**src/rtl/ring_decoder.sv**
```systemverilog
// Decoder and integrity checker for a one-hot ring counter: reports the
// position of the set bit, counts completed laps and latches a sticky fault
// whenever the observed sequence is not a legal rotation.
module ring_decoder #(
  parameter int N  = 4,
  parameter int IW = 2,
  parameter int LW = 8
) (
  input  logic          clk,
  input  logic          reset,
  input  logic          en,
  input  logic [N-1:0]  q,
  input  logic          resync,
  output logic          valid,
  output logic [IW-1:0] idx,
  output logic          lap,
  output logic [LW-1:0] lap_count,
  output logic          fault
);

  typedef enum logic [1:0] {
    ACQUIRE = 2'd0,
    TRACK   = 2'd1,
    FAULT   = 2'd2
  } state_t;

  state_t        state, state_d;
  logic [N-1:0]  exp_next;
  logic          wrap_arm;
  logic          q_onehot;
  logic [IW-1:0] q_pos;
  logic          valid_d, lap_d, fault_d;
  logic [IW-1:0] idx_d;
  logic [LW-1:0] lap_count_d;

  // Classify the current sample: is it one-hot, and where is its lowest set bit
  always_comb begin
    q_onehot = (q != '0) && ((q & (q - N'(1))) == '0);
    q_pos    = '0;
    for (int i = N - 1; i >= 0; i--) begin
      if (q[i]) q_pos = IW'(i);
    end
  end

  // Next state and next output values; outputs hold unless a rule changes them
  always_comb begin
    state_d     = state;
    valid_d     = valid;
    idx_d       = idx;
    lap_d       = 1'b0;
    lap_count_d = lap_count;
    fault_d     = fault;
    if (resync) begin
      state_d     = ACQUIRE;
      valid_d     = 1'b0;
      lap_count_d = '0;
      fault_d     = 1'b0;
    end else begin
      case (state)
        ACQUIRE: begin
          if (q_onehot) begin
            state_d = TRACK;
            valid_d = 1'b1;
            idx_d   = q_pos;
          end else begin
            valid_d = 1'b0;
          end
        end
        TRACK: begin
          if (q == exp_next) begin
            idx_d = q_pos;
            if (wrap_arm && q[0]) begin
              lap_d       = 1'b1;
              lap_count_d = lap_count + LW'(1);
            end
          end else begin
            state_d = FAULT;
            valid_d = 1'b0;
            fault_d = 1'b1;
          end
        end
        FAULT: begin
          valid_d = 1'b0;
          fault_d = 1'b1;
        end
        default: begin
          state_d = ACQUIRE;
          valid_d = 1'b0;
        end
      endcase
    end
  end

  // State, output and prediction registers; wrap_arm remembers an enabled step out of position N-1
  always_ff @(posedge clk or negedge reset) begin
    if (!reset) begin
      state     <= ACQUIRE;
      valid     <= 1'b0;
      idx       <= '0;
      lap       <= 1'b0;
      lap_count <= '0;
      fault     <= 1'b0;
      exp_next  <= '0;
      wrap_arm  <= 1'b0;
    end else begin
      state     <= state_d;
      valid     <= valid_d;
      idx       <= idx_d;
      lap       <= lap_d;
      lap_count <= lap_count_d;
      fault     <= fault_d;
      exp_next  <= en ? {q[N-2:0], q[N-1]} : q;
      wrap_arm  <= en & q[N-1];
    end
  end

endmodule

```
**config.mk**
```make
export PLATFORM = sky130hd
export DESIGN_NAME = ring_decoder
export DESIGN_NICKNAME = d
export VERILOG_FILES = /design/src/rtl/ring_decoder.sv
export SDC_FILE = /design/constraint.sdc
export NUM_CORES = 1
export LEC_CHECK = 0
export CELL_PAD_IN_SITES_DETAIL_PLACEMENT = 0
export CELL_PAD_IN_SITES_GLOBAL_PLACEMENT = 1
export CORE_ASPECT_RATIO = 1.4
export CORE_MARGIN = 4
export CORE_UTILIZATION = 43
export DETAILED_ROUTE_END_ITERATION = 10
export GPL_TIMING_DRIVEN = 0
export PLACE_DENSITY = 0.85
export SLEW_MARGIN = 20
export SYNTH_ARGS = -nofsm -noshare
export SYNTH_HDL_FRONTEND = slang
export SYNTH_SLANG_ARGS = --single-unit
export TNS_END_PERCENT = 5
```
**constraint.sdc**
```tcl
create_clock -name clk -period 3.9 [get_ports clk]
set_input_delay 0.39 -clock clk [delete_from_list [all_inputs] [get_ports clk]]
set_output_delay 0.39 -clock clk [all_outputs]
set_load 0.005 [all_outputs]
```
==> results.md, run 1 <==
- Status: finished, final reports clean
- Mapped Cells: 105
- Post-Route Setup TNS: 0 ns
- Drt pass-1 iters: 3
- Leakage: 0.604 nW
- Layout Cells excl Fill: 160
- Layout cells sized above 1: 0.183
- Leading area contributor after synthesis: dfrtp_1
- Yosys Warn Count: 0
- Unrepaired setup endpoints after global routing: no
- CTS tree: built
- Number of synthesized flops with an enable pin: 0
- Slew Limit Fails: 0
- Initial antenna violation count: 0
- Asr flop ratio synth: 1.00
- Post-CTS Setup Inserts: 0
- Max_cap viols: 0
- Worst Hold Class: input port to flop
- Psw: 107 uW
- Die ar.: 3570 um^2
- Main synth FF type: dfrtp_1
- Crit-path cells: clkdlybuf4s50_1 > xnor2_1 > nand3_2 > buf_6 > nor4_2 > mux2_1
- #FFs+latches synth: 20
- Pwr dens: 308 nW/um^2
- Top Ports: 21
- CORE AREA: 2470 um^2
- Final nets: 136
- Tot GR Track Use: 0.129
- Number of global-route vias before repair: 859
- Number of DRC markers in iteration 0: 13
- Syn-to-layout area delta: 21.7%
- GPL Wtd Cong: 0.719
- Port bufs: 17
- GR Overflow Total: 0
- Effective utilization at floorplan: 0.465
- Final Setup Violations: 0
- H-tree depth: 1
- Most common library cells after synthesis: dfrtp_1 (20), nor2_1 (10), inv_1 (6), mux2_1 (6), nor2b_1 (6)
- Final wirelength: 2040 um
- CP max FO: 10
- Pint: 323 uW
- Hold-fix buffers, CTS: 0
- Most frequent cell after synthesis: dfrtp_1
- Final Hold Violating Endpoints: 0
- Worst Hold Margin: 0.363 ns
- Routed Antenna Nets: 0
- Worst Setup Path Type: input port to flop
- Clock Power Share: 0.277
- Arrival @ worst endpoint: 2.12 ns
- Drt wl/cell: 12.8 um
- Seq pwr share: 0.529
- Relative slew slack: 0.401
- Ratio of final minimum period to clock period: 0.494
- Die width: 51.7 um
- Sw frac: 0.249
- Worst path top cell family by delay: buffers and inverters
- Residual DRC: 0
- Clock buffer count from CTS: 3
- Global-route wire length before repair: 3680 um
- Cell area after synthesis: 1150 um^2
- Drt via density: 5.13
- Final worst setup slack: 1.97 ns
- Die Ht: 69.1 um
- Clk root buf: clkbuf_4
- Maximum VDD drop: 220 uV
- CP Buf/Inv Count: 2
- Reg clk slew, reported paths: 0.11 ns
- Final min period: 1.93 ns
- CP Launch Type: input port
- Floorplan row count: 21
- Post-DP HPWL: 1610 um
- Slowest CP cell: clkdlybuf4s50_1
- Critical Path RT: 4.10 ns
- CTS Sinks: 20
- Top cells by area in the synthesized netlist: dfrtp_1 (44%), mux2_1 (5.9%), xnor2_2 (4.3%)
- Pin slew with the least headroom to its limit: 0.895 ns
- DP Worst Slack: 1.63 ns
- CP peak stage delay: 0.54 ns
- Comb power frac: 0.194
- Clk buf depth: 2
- Syn_area_per_cell: 10.9 um^2
- Yosys cell types: 36
- Top cell type's share of synthesized area: 0.436
- Fmax: 519 MHz
- Placed cells: 156
- Max Clock Skew: 0.00694 ns
- Crit end category: flop
- Seq/Total Area, Yosys: 0.436
- Mapped Nets: 114
- Antenna Diode Count: 0
- Cts repair resizes: 0
- Clock latency on the worst-skew pair: 0.30 ns
- Vias: 821
- Largest net degree at the start of global routing: 21
[cell type report]
class                      instances  area, um^2
clock buffer                       4        36.3
inverter                           6        22.5
fill                             241        1070
timing repair buffer              17         170
buffer                             6        52.6
tap                               34        42.5
sequential                        20         500
multi-input combinational         73         572
[cells by family (layout without fill, tap and decap cells)]
logic type | count (synthesis) | after routing | synth area share
mux | 12 | 12 | 0.119
simple gates | 45 | 45 | 0.240
buf+inv | 12 | 33 | 0.0654
flops | 20 | 20 | 0.436
fa+ha+maj | 1 | 1 | 0.0109
compound gates | 10 | 10 | 0.0709
xor+xnor | 5 | 5 | 0.0578
[metrics by stage]
stage / total power [mW] / instance area, um^2 / util
finish: 0.431 / 1400 / 0.565
global route: 0.454 / 1400 / 0.565
CTS: 0.438 / 1400 / 0.565
detailed placement: 0.317 / 1360 / 0.551
global placement: 0.315 / 1360 / 0.551
floorplan: 0.282 / 1150 / -
[metal layers]
layer,share of wire,global-route usage,vias to the layer above
met2,0.56,0.229,16
met4,0.0064,0.0437,0
li1,-,-,402
met1,0.39,0.148,401
met3,0.043,0.0259,2
met5,0,0,-
[registers in the layout, summed over array words and instances, names as in the netlist]
signal	cells
lap_count	8
exp_next	4
idx	2
state	2
fault	1
lap	1
valid	1
wrap_arm	1
[cells in the final DEF (no fill, tap or decap), drive strengths merged, types with 3 or more instances in the layout]
cell type       n
dfrtp          20
clkdlybuf4s50  17
nor2           10
mux2           10
inv             6
nor2b           6
nor3            6
clkbuf          6
nand2           5
buf             4
xnor2           4
o21ai           3
a21oi           3
nand3           3
nor4            3
[power by group through the flow]
stage / sequential [mW] / combinational, mW / clock [mW]
after floorplan: 0.232 / 0.0497 / 0
after global placement: 0.231 / 0.0833 / 0
after detailed placement: 0.232 / 0.0850 / 0
after CTS: 0.228 / 0.0853 / 0.124
after global routing: 0.230 / 0.0927 / 0.131
final: 0.228 / 0.0835 / 0.119
[worst register-to-register path: cells and delay by family (launching register included)]
kind / cells / cell delay [ns]
flip-flops: 1 / 0.42
AND/OR/NAND/NOR: 2 / 0.43
AO/OA/AOI/OAI: 1 / 0.37
multiplexers: 1 / 0.30
[final timing paths]
| kind | startpoint | endpoint | slack [ns] | cells after the start |
|---|---|---|---|---|
| max in group asynchronous | reset | wrap_arm | 2.76 | 1 |
| min in group asynchronous | reset | lap | 0.58 | 1 |
| worst max-delay path | q[1] | lap_count[7] | 1.97 | 6 |
| worst min register to register | idx[1] | idx[1] | 0.52 | 2 |
| worst min-delay path | q[2] | exp_next[3] | 0.36 | 2 |
| worst max register to register | state[1] | idx[0] | 2.28 | 4 |
Power figures use the tool's default switching activity.
==> run 2: changes to the inputs <==
--- a/config.mk
+++ b/config.mk
@@ -9,10 +9,10 @@
 export CELL_PAD_IN_SITES_GLOBAL_PLACEMENT = 1
 export CORE_ASPECT_RATIO = 1.4
 export CORE_MARGIN = 4
-export CORE_UTILIZATION = 43
+export CORE_UTILIZATION = 36
 export DETAILED_ROUTE_END_ITERATION = 10
 export GPL_TIMING_DRIVEN = 0
-export PLACE_DENSITY = 0.85
+export PLACE_DENSITY = 0.76
 export SLEW_MARGIN = 20
 export SYNTH_ARGS = -nofsm -noshare
 export SYNTH_HDL_FRONTEND = slang
==> constraint.sdc (replaced) <==
create_clock -name clk -period 1.75 [get_ports clk]
set_input_delay 0.175 -clock clk [delete_from_list [all_inputs] [get_ports clk]]
set_output_delay 0.175 -clock clk [all_outputs]
set_load 0.005 [all_outputs]
==> results.md, run 2 (synthesis gave the netlist of run 1 again) <==
- Sw frac: 0.241 (-0.00862)
- Pin slew with the least headroom to its limit: 0.910 ns (+0.0149 ns)
- CP max FO: 10 (unchanged)
- Vias: 833 (+1.5%)
- Final Hold Violating Endpoints: 0 (unchanged)
- Routed Antenna Nets: 0 (unchanged)
- Clk root buf: clkbuf_8
- Initial antenna violation count: 0 (unchanged)
- Tot GR Track Use: 0.115 (-0.0141)
- Post-CTS Setup Inserts: 0 (unchanged)
- GPL Wtd Cong: 0.721 (+0.17%)
- Pwr dens: 735 nW/um^2 (+140%)
- Ratio of final minimum period to clock period: 0.928
- Top reg by flops: lap_count
- Die ar.: 4170 um^2 (+17%)
- Seq pwr share: 0.487 (-0.042)
- Top Ports: 21 (unchanged)
- CORE AREA: 3090 um^2 (+25%)
- Final nets: 136 (unchanged)
- Status: finished, final reports clean
- CTS tree: built
- Crit end category: flop
- Slew Limit Fails: 0 (unchanged)
- Clock buffer count from CTS: 3 (unchanged)
- Number of DRC markers in iteration 0: 6 (-7)
- Clock Power Share: 0.336 (+0.059)
- Finished Core Util: 0.460 (-0.106)
- Commonest cells after routing, fill and taps aside: dfrtp_1 (20), clkdlybuf4s50_1 (16), nor2_1 (10)
- Die width: 55.7 um (+7.9%)
- Floorplan row count: 24 (+14%)
- Maximum VDD drop: 402 uV (+83%)
- Number of global-route vias before repair: 837 (-2.6%)
- Critical Path RT: 1.89 ns (-2.21 ns)
- Leakage: 0.617 nW (+2.0%)
- Port bufs: 17 (unchanged)
- Max Clock Skew: 0.00239 ns (-0.00454 ns)
- Largest regs: lap_count x8, exp_next x4
- Die Ht: 74.8 um (+8.2%)
- CP Launch Type: flop
- Residual DRC: 0 (unchanged)
- Worst Setup Path Type: flop to flop
- Effective utilization at floorplan: 0.371 (-0.0936)
- Antenna Diode Count: 0 (unchanged)
- Sequential cell area: 500 um^2 (unchanged)
- Clock latency on the worst-skew pair: 0.25 ns (-0.05 ns)
- Global-route wire length before repair: 3780 um (+2.8%)
- Relative slew slack: 0.391 (-0.00998)
- Post-Route Setup TNS: 0 ns (unchanged)
- Final-layout fill cell count: 305 (+27%)
- Crit-path cells: xnor2_1 > nand3_2 > buf_6 > nor4_2 > mux2_1
- Final Setup Violations: 0 (unchanged)
- Commonest non-fill, non-tap cell in the layout: dfrtp_1
- Largest net degree at the start of global routing: 21 (unchanged)
- Comb power frac: 0.177 (-0.017)
- Drt via density: 5.05 (-1.6%)
- CP peak stage delay: 0.37 ns (-0.17 ns)
- GR Overflow Total: 0 (unchanged)
- Pint: 793 uW (+150%)
- Area of the multi-input gates: 572 um^2 (unchanged)
- Drt pass-1 iters: 3 (unchanged)
- Unrepaired setup endpoints after global routing: no
- Reg clk slew, reported paths: 0.07 ns (-0.04 ns)
- Max reg flops: 8 (unchanged)
- Drt wl/cell: 13.2 um (+3.3%)
- Final wirelength: 2180 um (+6.5%)
- CTS Sinks: 20 (unchanged)
- Syn-to-layout area delta: 23.9%
- Arrival @ worst endpoint: 1.76 ns (-0.36 ns)
- Clk buf depth: 2 (unchanged)
- Layout cells sized above 1: 0.190 (+0.00794)
- Slowest CP cell: dfrtp_1
- Fmax: 616 MHz
- Max_cap viols: 0 (unchanged)
- Psw: 251 uW (+130%)
- H-tree depth: 1 (unchanged)
- Final min period: 1.62 ns
- Worst Hold Class: input port to flop
- Post-DP HPWL: 1630 um (+1.3%)
## run 2: power groups by stage
| stage | clock [mW] | sequential (mW) | combinational [mW] |
|---|---|---|---|
| after floorplan | 0 | 0.518 | 0.111 |
| after global placement | 0 | 0.516 | 0.186 |
| after detailed placement | 0 | 0.517 | 0.189 |
| after CTS | 0.363 | 0.508 | 0.190 |
| after global routing | 0.384 | 0.511 | 0.203 |
| final | 0.351 | 0.508 | 0.185 |
## run 2: routing by layer
metal | GRT usage | up-vias | part of all wire | wire (um)
met5 | 0 | - | 0 | 0
li1 | - | 404 | - | -
met3 | 0.0206 | 4 | 0.045 | 97
met1 | 0.128 | 409 | 0.41 | 900
met2 | 0.217 | 16 | 0.53 | 1150
met4 | 0.0486 | 0 | 0.015 | 32
## run 2: final timing paths
check | start | to | slack [ns] | cells after the start
max | exp_next[1] | lap_count[7] | 0.13 | 5
min | q[3] | wrap_arm | 0.20 | 2
max reg2reg | exp_next[1] | lap_count[7] | 0.13 | 5
min reg2reg | idx[0] | idx[0] | 0.51 | 1
max in group asynchronous | reset | idx[0] | 0.77 | 1
min in group asynchronous | reset | lap_count[4] | 0.43 | 1
## run 2: layout make-up
| cell class | count | share of cell area |
|---|---|---|
| plain buffers | 6 | 0.0379 |
| repair buffers | 17 | 0.119 |
| clock buffers | 4 | 0.0387 |
| multi-input cells | 73 | 0.402 |
| well taps | 39 | 0.0343 |
| flip-flops and latches | 20 | 0.352 |
| inverters | 6 | 0.0158 |
## run 2: per-stage QoR
stage	power (mW)	setup slack [ns]	hold slack, ns	area [um^2]	instances
after floorplan	0.628	0.249	-0.121	1150	105
after global placement	0.702	-0.276	0.449	1370	161
after detailed placement	0.706	-0.298	0.462	1370	161
after CTS	1.06	0.0952	0.192	1420	165
after global routing	1.10	0.0195	0.201	1420	165
final	1.04	0.126	0.196	1420	165
## run 2: repair_timing
item                                    4_1_cts  5_1_grt
endpoints found under the setup margin        4        0
hold buffers                                  0        0
resized for setup                             2        0
## run 2: critical path, delay by kind of cell (launching register included)
| kind | cells | cell delay, ns |
|---|---|---|
| and+or+nand+nor | 2 | 0.43 |
| DFF | 1 | 0.37 |
| muxes | 1 | 0.35 |
| xor gates and xnor gates | 1 | 0.19 |
| buffers and inverters | 1 | 0.17 |
==> run 3: changes to the inputs <==
--- a/config.mk
+++ b/config.mk
@@ -13,7 +13,7 @@
 export DETAILED_ROUTE_END_ITERATION = 10
 export GPL_TIMING_DRIVEN = 0
 export PLACE_DENSITY = 0.76
-export SLEW_MARGIN = 20
+export SLEW_MARGIN = 40
 export SYNTH_ARGS = -nofsm -noshare
 export SYNTH_HDL_FRONTEND = slang
 export SYNTH_SLANG_ARGS = --single-unit
==> results.md, run 3 (synthesis gave the netlist of run 1 again) <==
- Max_cap viols: 0 (unchanged)
- Antenna Diode Count: 0 (unchanged)
- Die width: 55.7 um (unchanged)
- Final wirelength: 2160 um (-0.60%)
- Layout cells sized above 1: 0.205 (+0.0142)
- Layout Cells excl Fill: 166 (+0.61%)
- Top reg by flops: lap_count
- GR Overflow Total: 0 (unchanged)
- Worst setup path startpoint: state[1]
- Relative slew slack: 0.693 (+0.301)
- Die Ht: 74.8 um (unchanged)
- Number of DRC markers in iteration 0: 14 (+8)
- Drt wl/cell: 13.0 um (-1.2%)
- Clk buf depth: 2 (unchanged)
- Worst hold path depth: 2 (unchanged)
- R2r worst-path depth: 4 (-1)
- Final Hold Violating Endpoints: 0 (unchanged)
- Clk root buf: clkbuf_8
- Max reg flops: 8 (unchanged)
- Top Ports: 21 (unchanged)
- Worst r2r dst: idx[0]
- Leakage: 0.624 nW (+1.2%)
- H-tree depth: 1 (unchanged)
- Syn-to-layout area delta: 24.4%
- Clock buffer count from CTS: 3 (unchanged)
- Slew Limit Fails: 0 (unchanged)
- Routed Antenna Nets: 0 (unchanged)
- Effective utilization at floorplan: 0.371 (unchanged)
- Die ar.: 4170 um^2 (unchanged)
- Residual DRC: 0 (unchanged)
- Largest net degree at the start of global routing: 21 (unchanged)
- Vias: 842 (+1.1%)
- Maximum VDD drop: 404 uV (+0.53%)
- Tot GR Track Use: 0.115 (+0.000366)
- Worst Hold Class: input port to flop
- Drt pass-1 iters: 4 (+1)
- Final min period: 1.61 ns (-0.0133 ns)
- Commonest cells after routing, fill and taps aside: dfrtp_1 (20), clkdlybuf4s50_1 (15), nor2_1 (10)
- Commonest non-fill, non-tap cell in the layout: dfrtp_1
- Reg clk slew, reported paths: 0.07 ns (about the same)
- Hold Startpoint: q[3]
- Ratio of final minimum period to clock period: 0.920 (-0.00760)
- Crit end category: flop
- Max Clock Skew: 0.00329 ns (+0.000892 ns)
- Reg2reg start: state[1]
- Floorplan row count: 24 (unchanged)
- Post-Route Setup TNS: 0 ns (unchanged)
- Number of global-route vias before repair: 834 (-0.36%)
- CORE AREA: 3090 um^2 (unchanged)
- R2R setup slack: 0.14 ns (about the same)
- Post-DP HPWL: 1640 um (+1.0%)
- CP max FO: 8 (-2)
- Global-route wire length before repair: 3840 um (+1.5%)
- Worst Setup Path Type: flop to flop
- Total power: 1.04 mW (-0.31%)
- Post-CTS Setup Inserts: 0 (unchanged)
- Pin slew with the least headroom to its limit: 0.461 ns (-0.449 ns)
- Port bufs: 17 (unchanged)
- Initial antenna violation count: 0 (unchanged)
- Final Setup Violations: 0 (unchanged)
- WHS Endpoint: wrap_arm
- Arrival @ worst endpoint: 1.75 ns (about the same)
- CTS Sinks: 20 (unchanged)
- Final nets: 137 (+0.74%)
- Status: finished, final reports clean
- Pwr dens: 729 nW/um^2 (-0.75%)
- Drt via density: 5.07 (+0.47%)
- GPL Wtd Cong: 0.721 (unchanged)
- CTS tree: built
- Largest regs: lap_count x8, exp_next x4
- Unrepaired setup endpoints after global routing: no
- Placed cells: 161 (unchanged)
- Critical Path RT: 1.89 ns (about the same)
- Clock latency on the worst-skew pair: 0.25 ns (about the same)
- CP Launch Type: flop
- Fmax: 621 MHz (+0.83%)
## run 3: cell count changes in the layout (fill, tap and decap cells not counted), sizes merged
| cell | previous run | this run |
|---|---|---|
| clkdlybuf4s50 | 16 | 15 |
| dlygate4sd3 | 0 | 1 |
| buf | 4 | 5 |
## run 3: worst max-delay path by stage
| stage | to | depth (start not counted) | slack (ns) |
|---|---|---|---|
| 3_5_place_dp | lap_count[7] | 6 | -0.29 |
| 3_3_place_gp | lap_count[4] | 5 | -0.28 |
| 5_1_grt | lap_count[7] | 5 | 0.05 |
| 2_1_floorplan | lap_count[6] | 5 | 0.25 |
| 6_report | idx[0] | 4 | 0.14 |
| 4_1_cts | lap_count[7] | 5 | 0.09 |
## run 3: area by class of cell
class | count | area, um^2
multi-input cells | 73 | 572
repair buffers | 18 | 174
plain buffers | 6 | 55.1
well taps | 39 | 48.8
inverters | 6 | 22.5
clock buffers | 4 | 55.1
fillers | 310 | 1670
flip-flops and latches | 20 | 500
## run 3: power breakdown
part | switching, mW | total [mW] | internal, mW
clock | 0.147 | 0.347 | 0.200
sequential | 0.0173 | 0.508 | 0.491
combinational | 0.0832 | 0.186 | 0.102
## run 3: metal layers
layer  GRT usage  share of wire
met5           0              0
met4      0.0405         0.0074
met3      0.0189          0.045
met2       0.217           0.54
met1       0.133           0.40
## run 3: critical path, cell delays in order (launching register included)
cell	delay, ns
dfrtp_1	0.41
and2b_1	0.27
nand2_2	0.16
o32a_4	0.36
mux2_4	0.30
## run 3: metrics by stage
| step | utilization | instance area (um^2) | setup WS, ns | hold slack [ns] |
|---|---|---|---|---|
| 5_1_grt | 0.462 | 1430 | 0.0521 | 0.205 |
| 4_1_cts | 0.461 | 1430 | 0.0949 | 0.195 |
| 3_5_place_dp | 0.440 | 1360 | -0.286 | 0.153 |
| 2_1_floorplan | - | 1150 | 0.249 | -0.121 |
| 6_report | 0.462 | 1430 | 0.140 | 0.199 |
| 3_3_place_gp | 0.442 | 1370 | -0.276 | 0.449 |
## run 3: repair_timing
item | in CTS | in global routing
pin swaps | 0 | 0
gates cloned | 0 | 0
setup endpoints to repair | 4 | 4
resized for setup | 2 | 2
endpoints found under the hold margin | 20 | 0
hold buffers | 1 | 0
